--- config.mk ---
export PLATFORM = sky130hd
export DESIGN_NAME = instr_fetch_unit
export DESIGN_NICKNAME = d
export VERILOG_FILES = /design/src/rtl/instr_fetch_unit.sv
export SDC_FILE = /design/constraint.sdc
export NUM_CORES = 2
export LEC_CHECK = 0
export ABC_AREA = 1
export BUFFER_PORTS_ARGS = -buffer_cell sky130_fd_sc_hd__buf_2
export CAP_MARGIN = 0
export CORE_MARGIN = 2
export CORE_UTILIZATION = 28
export DETAILED_ROUTE_END_ITERATION = 16
export GPL_TIMING_DRIVEN = 1
export PLACE_DENSITY_LB_ADDON = 0.08
export SLEW_MARGIN = 20
export SYNTH_ARGS = -nofsm -noshare
export SYNTH_HDL_FRONTEND = slang
export SYNTH_SLANG_ARGS = --single-unit
export TNS_END_PERCENT = 30
--- constraint.sdc ---
create_clock -name clk -period 4 [get_ports clk]
set_input_delay 0.6 -clock clk [delete_from_list [all_inputs] [get_ports clk]]
set_output_delay 0.6 -clock clk [all_outputs]
set_load 0.01 [all_outputs]
--- src/rtl/instr_fetch_unit.sv ---
// Instruction fetch responder: program counter, writable instruction memory and
// instruction register, plus a program-load port used before execution starts.
module instr_fetch_unit #(
  parameter int unsigned ADDR_W = 7,
  parameter int unsigned DATA_W = 16,
  parameter int unsigned DEPTH  = 128
) (
  input  logic              clk,
  input  logic              ResetN,
  input  logic              PC_Clr,
  input  logic              PC_Up,
  input  logic              IR_Id,
  input  logic              Prog_en,
  input  logic              Prog_wr,
  input  logic [DATA_W-1:0] Prog_data,
  output logic [DATA_W-1:0] IR,
  output logic [ADDR_W-1:0] PC,
  output logic              Ready,
  output logic [ADDR_W:0]   Prog_cnt,
  output logic              Prog_ovf
);

  typedef enum logic [1:0] {StIdle, StProg, StRun} state_e;

  localparam logic [ADDR_W:0]   CntMax = (ADDR_W + 1)'(DEPTH);
  localparam logic [ADDR_W:0]   CntOne = (ADDR_W + 1)'(1);
  localparam logic [ADDR_W-1:0] PcOne  = ADDR_W'(1);

  state_e              state_q, state_d;
  logic [ADDR_W-1:0]   pc_q, pc_d;
  logic [DATA_W-1:0]   ir_q, ir_d;
  logic [ADDR_W:0]     cnt_q, cnt_d;
  logic                ovf_q, ovf_d;
  logic                ready_q, ready_d;

  logic                mem_we;
  logic [ADDR_W-1:0]   mem_waddr;
  logic [DATA_W-1:0]   mem_rdata;
  logic [DATA_W-1:0]   mem_q [DEPTH];

  // Combinational read port addressed by the current PC.
  assign mem_rdata = mem_q[pc_q];

  // Next-state logic for the load/run mode FSM.
  always_comb begin
    state_d = state_q;
    unique case (state_q)
      StIdle:  state_d = Prog_en ? StProg : StRun;
      StProg:  state_d = Prog_en ? StProg : StRun;
      StRun:   state_d = Prog_en ? StProg : StRun;
      default: state_d = StIdle;
    endcase
  end

  // Datapath next-state: load-session bookkeeping in PROG, fetch actions in RUN.
  always_comb begin
    pc_d      = pc_q;
    ir_d      = ir_q;
    cnt_d     = cnt_q;
    ovf_d     = ovf_q;
    mem_we    = 1'b0;
    mem_waddr = cnt_q[ADDR_W-1:0];
    ready_d   = (state_d == StRun);

    if (state_d == StProg && state_q != StProg) begin
      // New load session starts clean.
      pc_d  = '0;
      ir_d  = '0;
      cnt_d = '0;
      ovf_d = 1'b0;
    end else if (state_q == StProg) begin
      if (Prog_wr) begin
        if (cnt_q < CntMax) begin
          mem_we = 1'b1;
          cnt_d  = cnt_q + CntOne;
        end else begin
          ovf_d = 1'b1;
        end
      end
      if (state_d == StRun) begin
        pc_d = '0;
        ir_d = '0;
      end
    end else if (state_q == StRun) begin
      // IR samples memory at the pre-update PC, so a Fetch cycle gets the old word.
      if (IR_Id) begin
        ir_d = mem_rdata;
      end
      if (PC_Clr) begin
        pc_d = '0;
      end else if (PC_Up) begin
        pc_d = pc_q + PcOne;
      end
    end
  end

  // State and datapath registers.
  always_ff @(posedge clk or negedge ResetN) begin
    if (!ResetN) begin
      state_q <= StIdle;
      pc_q    <= '0;
      ir_q    <= '0;
      cnt_q   <= '0;
      ovf_q   <= 1'b0;
      ready_q <= 1'b0;
    end else begin
      state_q <= state_d;
      pc_q    <= pc_d;
      ir_q    <= ir_d;
      cnt_q   <= cnt_d;
      ovf_q   <= ovf_d;
      ready_q <= ready_d;
    end
  end

  // Instruction memory write port; deliberately not reset so a program survives ResetN.
  always_ff @(posedge clk) begin
    if (mem_we) begin
      mem_q[mem_waddr] <= Prog_data;
    end
  end

  assign IR       = ir_q;
  assign PC       = pc_q;
  assign Ready    = ready_q;
  assign Prog_cnt = cnt_q;
  assign Prog_ovf = ovf_q;

endmodule
Yosys cells after proc, flatten, opt, wreduce, memory -nomap -nowiden
Memory sizes are Yosys's and may differ from the RTL's.
Index checks and enable logic that the tools add are counted.
{"block": "totals", "register_bits": 35, "latch_bits": 0, "mem_bits_rw": 2048, "romBits": 0, "in_bits": 23, "out_inout_bits": 33, "n_memories": 1}
{"name": "mem_q", "depth": 128, "width": 16, "rd": 1, "rd_ports_with_merged_regs": 0, "wr": 1, "line_no": "39", "source": "logic [DATA_W-1:0] mem_q [DEPTH];"}
{"block": "op_classes", "addsub": 2, "mul": 0, "n_div": 0, "order_cmp": 1, "n_eq_ne": 7, "n_shift": 0, "mux": 27, "bitwise": 0, "n_reduce_logical": 13}
{"op": "16-bit 2-to-1 mux", "n": 5}
{"op": "7-bit 2-to-1 mux", "n": 6}
{"op": "8-bit 2-to-1 mux", "n": 4}
{"op": "3-bit AND reduction", "n": 4}
{"op": "1-bit 2-to-1 mux", "n": 10}
{"op": "8-bit by 1-bit adder with 8-bit output (second input constant)", "n": 1}
{"op": "8-bit < comparator (second input constant)", "n": 1}
{"op": "7-bit by 1-bit adder with 7-bit output (second input constant)", "n": 1}
{"op": "2-bit nonzero test", "n": 3}
{"op": "3-bit nonzero test", "n": 2}
{"op": "2-bit by 1-bit == test with 1-bit output (second input constant)", "n": 2}
{"op": "2-bit == test (second input constant)", "n": 2}
{"op": "2-bit 2-to-1 mux", "n": 2}
{"op": "4-bit nonzero test", "n": 1}
{"op": "3-bit inequality test (second input constant)", "n": 1}
{"op": "3-bit OR reduction", "n": 1}
{"op": "2-bit logical NOT", "n": 1}
{"op": "2-bit by 1-bit inequality test with 1-bit output (second input constant)", "n": 1}
{"op": "2-bit inequality test (second input constant)", "n": 1}
{"op": "1-bit logical AND", "n": 1}

Logic depth before layout (Yosys ltp)
{"block": "depth", "ltp_word": 8, "ltp_mapped": 19, "mapped_depth_nobuf": 15}

Worst setup path after synthesis
OpenSTA, ideal clock, no wires.
{"block": "synth_timing", "path_kind": "input port to flip-flop", "from": "input port Prog_wr", "to": "memory mem_q[95][0], enable pin", "setup_ns": 0.409, "arrival_time_ns": 2.418, "required_time_ns": 3.591, "setup_slack_ns": 1.173, "path_stages": 8, "path_buffers": 0, "cell_sequence": "nand2_1 -> nor2_1 -> inv_1 -> nor2_1 -> inv_1 -> nor2_1 -> inv_1 -> nor3_1"}
{"block": "synth_between", "elab_chain_len": 5}
{"element": "from (decl)", "line_no": "14", "source": "input logic Prog_wr,"}
{"element": "1-bit 2-to-1 mux", "line_no": "72", "source": "if (Prog_wr) begin"}
{"element": "1-bit 2-to-1 mux", "line_no": "71", "source": "end else if (state_q == StProg) begin"}
{"element": "1-bit 2-to-1 mux", "line_no": "65", "source": "if (state_d == StProg && state_q != StProg) begin"}
{"element": "1-bit 2-to-1 mux", "line_no": "118", "source": "if (mem_we) begin"}
{"element": "1-bit 2-to-1 mux (not written as such)", "line_no": "119", "source": "mem_q[mem_waddr] <= Prog_data;"}
{"element": "to (decl)", "line_no": "39"}
Every way passes these cells.

Final worst setup path
{"block": "layout_timing", "from": "register pc_q[0] (netlist: PC[0])", "to": "register ir_q[4] (netlist: IR[4])"}
{"block": "layout_between", "elab_chain_len": 5}
{"element": "from (decl)", "line_no": "30", "source": "logic [ADDR_W-1:0] pc_q, pc_d;"}
{"element": "from (signal assigned)", "line_no": "108", "source": "pc_q <= pc_d;"}
{"element": "memory 128 x 16 bit"}
{"element": "16-bit 2-to-1 mux", "line_no": "86", "source": "if (IR_Id) begin"}
{"element": "16-bit 2-to-1 mux", "line_no": "84", "source": "end else if (state_q == StRun) begin"}
{"element": "16-bit 2-to-1 mux", "line_no": "71"}
{"element": "16-bit 2-to-1 mux", "line_no": "65"}
{"element": "to (signal assigned)", "line_no": "109", "source": "ir_q <= ir_d;"}
{"element": "to (decl)", "line_no": "31", "source": "logic [DATA_W-1:0] ir_q, ir_d;"}
Every way passes these cells. The select of a mux whose other input is x is not followed.
A chain may end at the register's enable or synchronous reset.

==> metrics.txt <==
# TYPE chip_impl_metric gauge
chip_impl_metric{name="die_area",unit="sq um"} 313000
chip_impl_info{name="path_class",value="flip-flop to flip-flop"} 1
chip_impl_metric{name="top_level_pins",unit=""} 56
chip_impl_metric{name="gp_routability_congestion",unit=""} 0.790
chip_impl_metric{name="area_growth_syn_to_layout",unit="%"} 16.9
chip_impl_metric{name="clk_pin_slew_worst_paths",unit="ns"} 0.06
chip_impl_info{name="cts_root_buf",value="clkbuf_16"} 1
chip_impl_metric{name="drt_wl_total",unit="mm"} 316
chip_impl_metric{name="fmax",unit="GHz"} 0.275
chip_impl_metric{name="design.final.nets",unit=""} 8014
chip_impl_metric{name="numCtsBuffers",unit=""} 241
chip_impl_metric{name="critPathMaxFanout",unit=""} 97
chip_impl_metric{name="required_worst_endpoint",unit="ns"} 4.79
chip_impl_metric{name="first_global_vias",unit=""} 55400
chip_impl_info{name="run_status",value="finished clean"} 1
chip_impl_metric{name="post_route_cell_area",unit="sq um"} 101000
chip_impl_metric{name="syn-cell-area",unit="sq um"} 86500
chip_impl_metric{name="cellPowerDensity",unit="nW/um^2"} 513
chip_impl_info{name="cp-end-kind",value="flip-flop"} 1
chip_impl_metric{name="worst_case_vdd_ir_drop",unit="uV"} 363
chip_impl_metric{name="cp_slowest_stage_delay",unit="ns"} 0.71
chip_impl_metric{name="drt-initial-drc-count",unit=""} 5125
chip_impl_info{name="worstReg2RegEnd",value="IR[4]$_DFFE_PN0P_"} 1
chip_impl_metric{name="synthesis.area_per_instance",unit="sq um"} 11.1
chip_impl_metric{name="synth-seq-cells",unit=""} 2082
chip_impl_metric{name="postSynthNetCount",unit=""} 7804
chip_impl_metric{name="power.total",unit="mW"} 51.8
chip_impl_metric{name="worst_slew_margin_rel",unit="%"} 20.4
chip_impl_metric{name="core_area",unit="sq um"} 308000
chip_impl_metric{name="route.detailed.drc",unit=""} 0
chip_impl_metric{name="post_drt_via_cell_ratio",unit=""} 4.64
chip_impl_metric{name="synth-warning-count",unit=""} 0
chip_impl_info{name="worst_setup_path_endpoint",value="IR[4]$_DFFE_PN0P_"} 1
chip_impl_metric{name="drt-pass1-iter-count",unit=""} 5
chip_impl_metric{name="register_area_share_after_synthesis",unit="%"} 72.1
chip_impl_metric{name="portion_of_the_clock_cycle_consumed_by_the_worst_path_in_the_final_layout",unit="%"} 91.0
chip_impl_metric{name="finalSetupViolations",unit=""} 0
chip_impl_metric{name="antenna_found_initial",unit=""} 26
chip_impl_metric{name="period_needed",unit="ns"} 3.64
chip_impl_metric{name="die_width",unit="um"} 560
chip_impl_info{name="holdCritPathClass",value="input pin to flip-flop"} 1
chip_impl_info{name="cpMostUsedCell",value="nand2_1"} 1
chip_impl_metric{name="holdWs",unit="ns"} 0.0559
chip_impl_metric{name="cts_max_path_buffers",unit=""} 4
chip_impl_metric{name="placed_area",unit="sq um"} 93500
chip_impl_metric{name="track_usage",unit="%"} 19.8
chip_impl_metric{name="worst-slew-pin-transition",unit="ns"} 1.19
chip_impl_info{name="critical_path.cell_chain",value="inv_16, buf_12, buf_12, buf_4, nand2_1, nand3_1, nand2_1, nand2_1, nand2_1, inv_1, nand2_1, a21oi_1, nand3_1, nand3_1, nand2_1"} 1
chip_impl_metric{name="core.rowCount",unit=""} 204
chip_impl_metric{name="grt_remaining_overflow",unit=""} 0
chip_impl_metric{name="worst_skew_pair.late_latency",unit="ns"} 0.94
chip_impl_metric{name="detailroute.via_count",unit=""} 57200
chip_impl_metric{name="ys_types",unit=""} 35
chip_impl_metric{name="finClkSkew",unit="ns"} 0.0855
chip_impl_metric{name="grt_first_pass_wirelength",unit="mm"} 445
chip_impl_metric{name="fillCellCount",unit=""} 31200
chip_impl_metric{name="starting_density",unit="%"} 28.1
chip_impl_info{name="critPathLaunch",value="PC[0]$_DFFE_PN0P_"} 1
chip_impl_metric{name="tritoncts_num_sinks",unit=""} 2082
chip_impl_metric{name="portBuffers",unit=""} 55
chip_impl_metric{name="worstPathArrival",unit="ns"} 4.43
chip_impl_metric{name="maxCapViolations",unit=""} 0
chip_impl_metric{name="post_drt_wl_per_cell",unit="um"} 25.6
chip_impl_metric{name="post_synth_inst_count",unit=""} 7779
chip_impl_metric{name="final.setup.tns",unit="ns"} 0
chip_impl_info{name="cp-start-kind",value="flip-flop"} 1
chip_impl_metric{name="die-height",unit="um"} 560
chip_impl_metric{name="power.leakage",unit="nW"} 37.2
chip_impl_metric{name="finalHoldViolations",unit=""} 0
chip_impl_metric{name="grt_max_degree",unit=""} 113
chip_impl_metric{name="final_core_utilization",unit="%"} 32.8
chip_impl_info{name="critPathSlowestCell",value="dfrtp_4"} 1
chip_impl_metric{name="place_hpwl",unit="mm"} 189
chip_impl_metric{name="r2r_setup_slack",unit="ns"} 0.36
chip_impl_metric{name="timing_max_transition_violations_final",unit=""} 0
chip_impl_metric{name="clock_tree.htree_level_count",unit=""} 4
chip_impl_info{name="tritoncts_clock_tree",value="built"} 1
chip_impl_metric{name="drtAntennaViolNets",unit=""} 0
chip_impl_info{name="rsz0062_at_grt",value="false"} 1
chip_impl_info{name="worst_r2r_startpoint",value="PC[0]$_DFFE_PN0P_"} 1
chip_impl_metric{name="drive_above_1_share",unit="%"} 9.56
chip_impl_metric{name="timing.reg2reg.worst_path_depth",unit=""} 15
-- sequential cells by signal (all words and copies together), names as in the netlist --
name,count
IR,16
Prog_ovf,1
Ready,1
PC,7
Prog_cnt,8
mem_q,2048
state_q,1
-- synthesized netlist by cell type (all sizes together) --
cell	count	area, sq um
inv	573	2150
or2	5	31.3
and3	6	37.5
a31oi	3	18.8
clkbuf	174	653
nor2	1144	4300
nor3	14	70.1
o31ai	2	15.0
o211ai	100	751
edfxtp	2048	61500
dfrtp	34	851
clkinv	6	22.5
nand2	2040	7660
a21boi	1	7.51
o21ai	586	2940
buf	266	1570
a21oi	105	526
a211oi	1	7.51
a2111oi	1	8.76
nand3	663	3320
nor4	1	6.26
ha	2	25.0
o41ai	1	8.76
nand4	1	6.26
o21a	1	7.51
a32o	1	10.0
-- placed cells by master, fill, tap and decap left out, types with 39 or more instances in the layout --
master	netlist	routed
nand3_1	663	663
o21ai_0	525	525
o211ai_1	100	100
clkbuf_16	0	241
clkinv_1	6	69
o21ai_1	60	59
nand2_1	2040	2033
buf_2	170	39
inv_1	571	565
nor2_2	1	43
nor2_1	1143	1100
buf_12	0	70
buf_4	21	276
clkbuf_1	174	80
a21oi_1	105	105
edfxtp_1	2048	2048
-- critical path, delay by kind of cell (launching register included) --
family                 cells  cell delay (ns)
and+or+nand+nor            9             1.07
AOI/OAI and AO/OA          1             0.37
buffers and inverters      5             1.18
DFF                        1             0.71
-- stage by stage --
step	setup slack (ns)	cells
floorplan	1.17	7779
global placement	0.313	11900
detailed placement	0.339	11900
CTS	0.323	12300
global route	0.243	12300
finish	0.360	12300
-- area by class of cell --
class / count / area [sq um] / area share, %
sequential: 2082 / 62400 / 61.7
multi-input combinational: 4678 / 19900 / 19.7
clock buffer: 326 / 6400 / 6.33
tap: 4120 / 5150 / 5.10
timing repair buffer: 407 / 3940 / 3.90
inverter: 579 / 2210 / 2.19
clock inverter: 125 / 1100 / 1.09
antenna: 6 / 15.0 / 0.0149
-- repair_timing --
| item | CTS | global route |
|---|---|---|
| endpoints found under the hold margin | 34 | 0 |
| hold buffers | 4 | 0 |
| buffers inserted | 0 | 0 |
| resized for setup | 0 | 0 |
-- power breakdown --
group / internal (mW) / total [mW] / switching (mW)
Combinational: 1.72 / 6.34 / 4.62
Sequential: 24.0 / 24.2 / 0.155
Clock: 12.0 / 21.3 / 9.27
Total: 37.8 / 51.8 / 14.0
-- cells by family after synthesis --
group           synth area share [%]
buf+inv                         5.08
flops                           72.1
fa+ha+maj                     0.0289
compound gates                  4.97
simple gates                    17.8
-- how the worst min path moves through the flow --
stage / cells after the start / to / startpoint
after global routing: 2 / Ready$_DFF_PN0_ / Prog_en
after global placement: 1 / Prog_ovf$_DFFE_PN0P_ / ResetN
after CTS: 2 / Ready$_DFF_PN0_ / Prog_en
after detailed placement: 1 / Prog_ovf$_DFFE_PN0P_ / ResetN
final: 2 / Ready$_DFF_PN0_ / Prog_en
after floorplan: 0 / IR[0]$_DFFE_PN0P_ / ResetN
-- layer usage --
metal	vias up	track usage (%)	share of wire (%)
li1	26800	-	-
met1	28900	28.2	47
met2	1256	32.2	47
met3	333	2.36	4.4
met4	0	4.11	2.0
met5	-	0	0
Note: power is estimated with default switching activity, not from simulation.
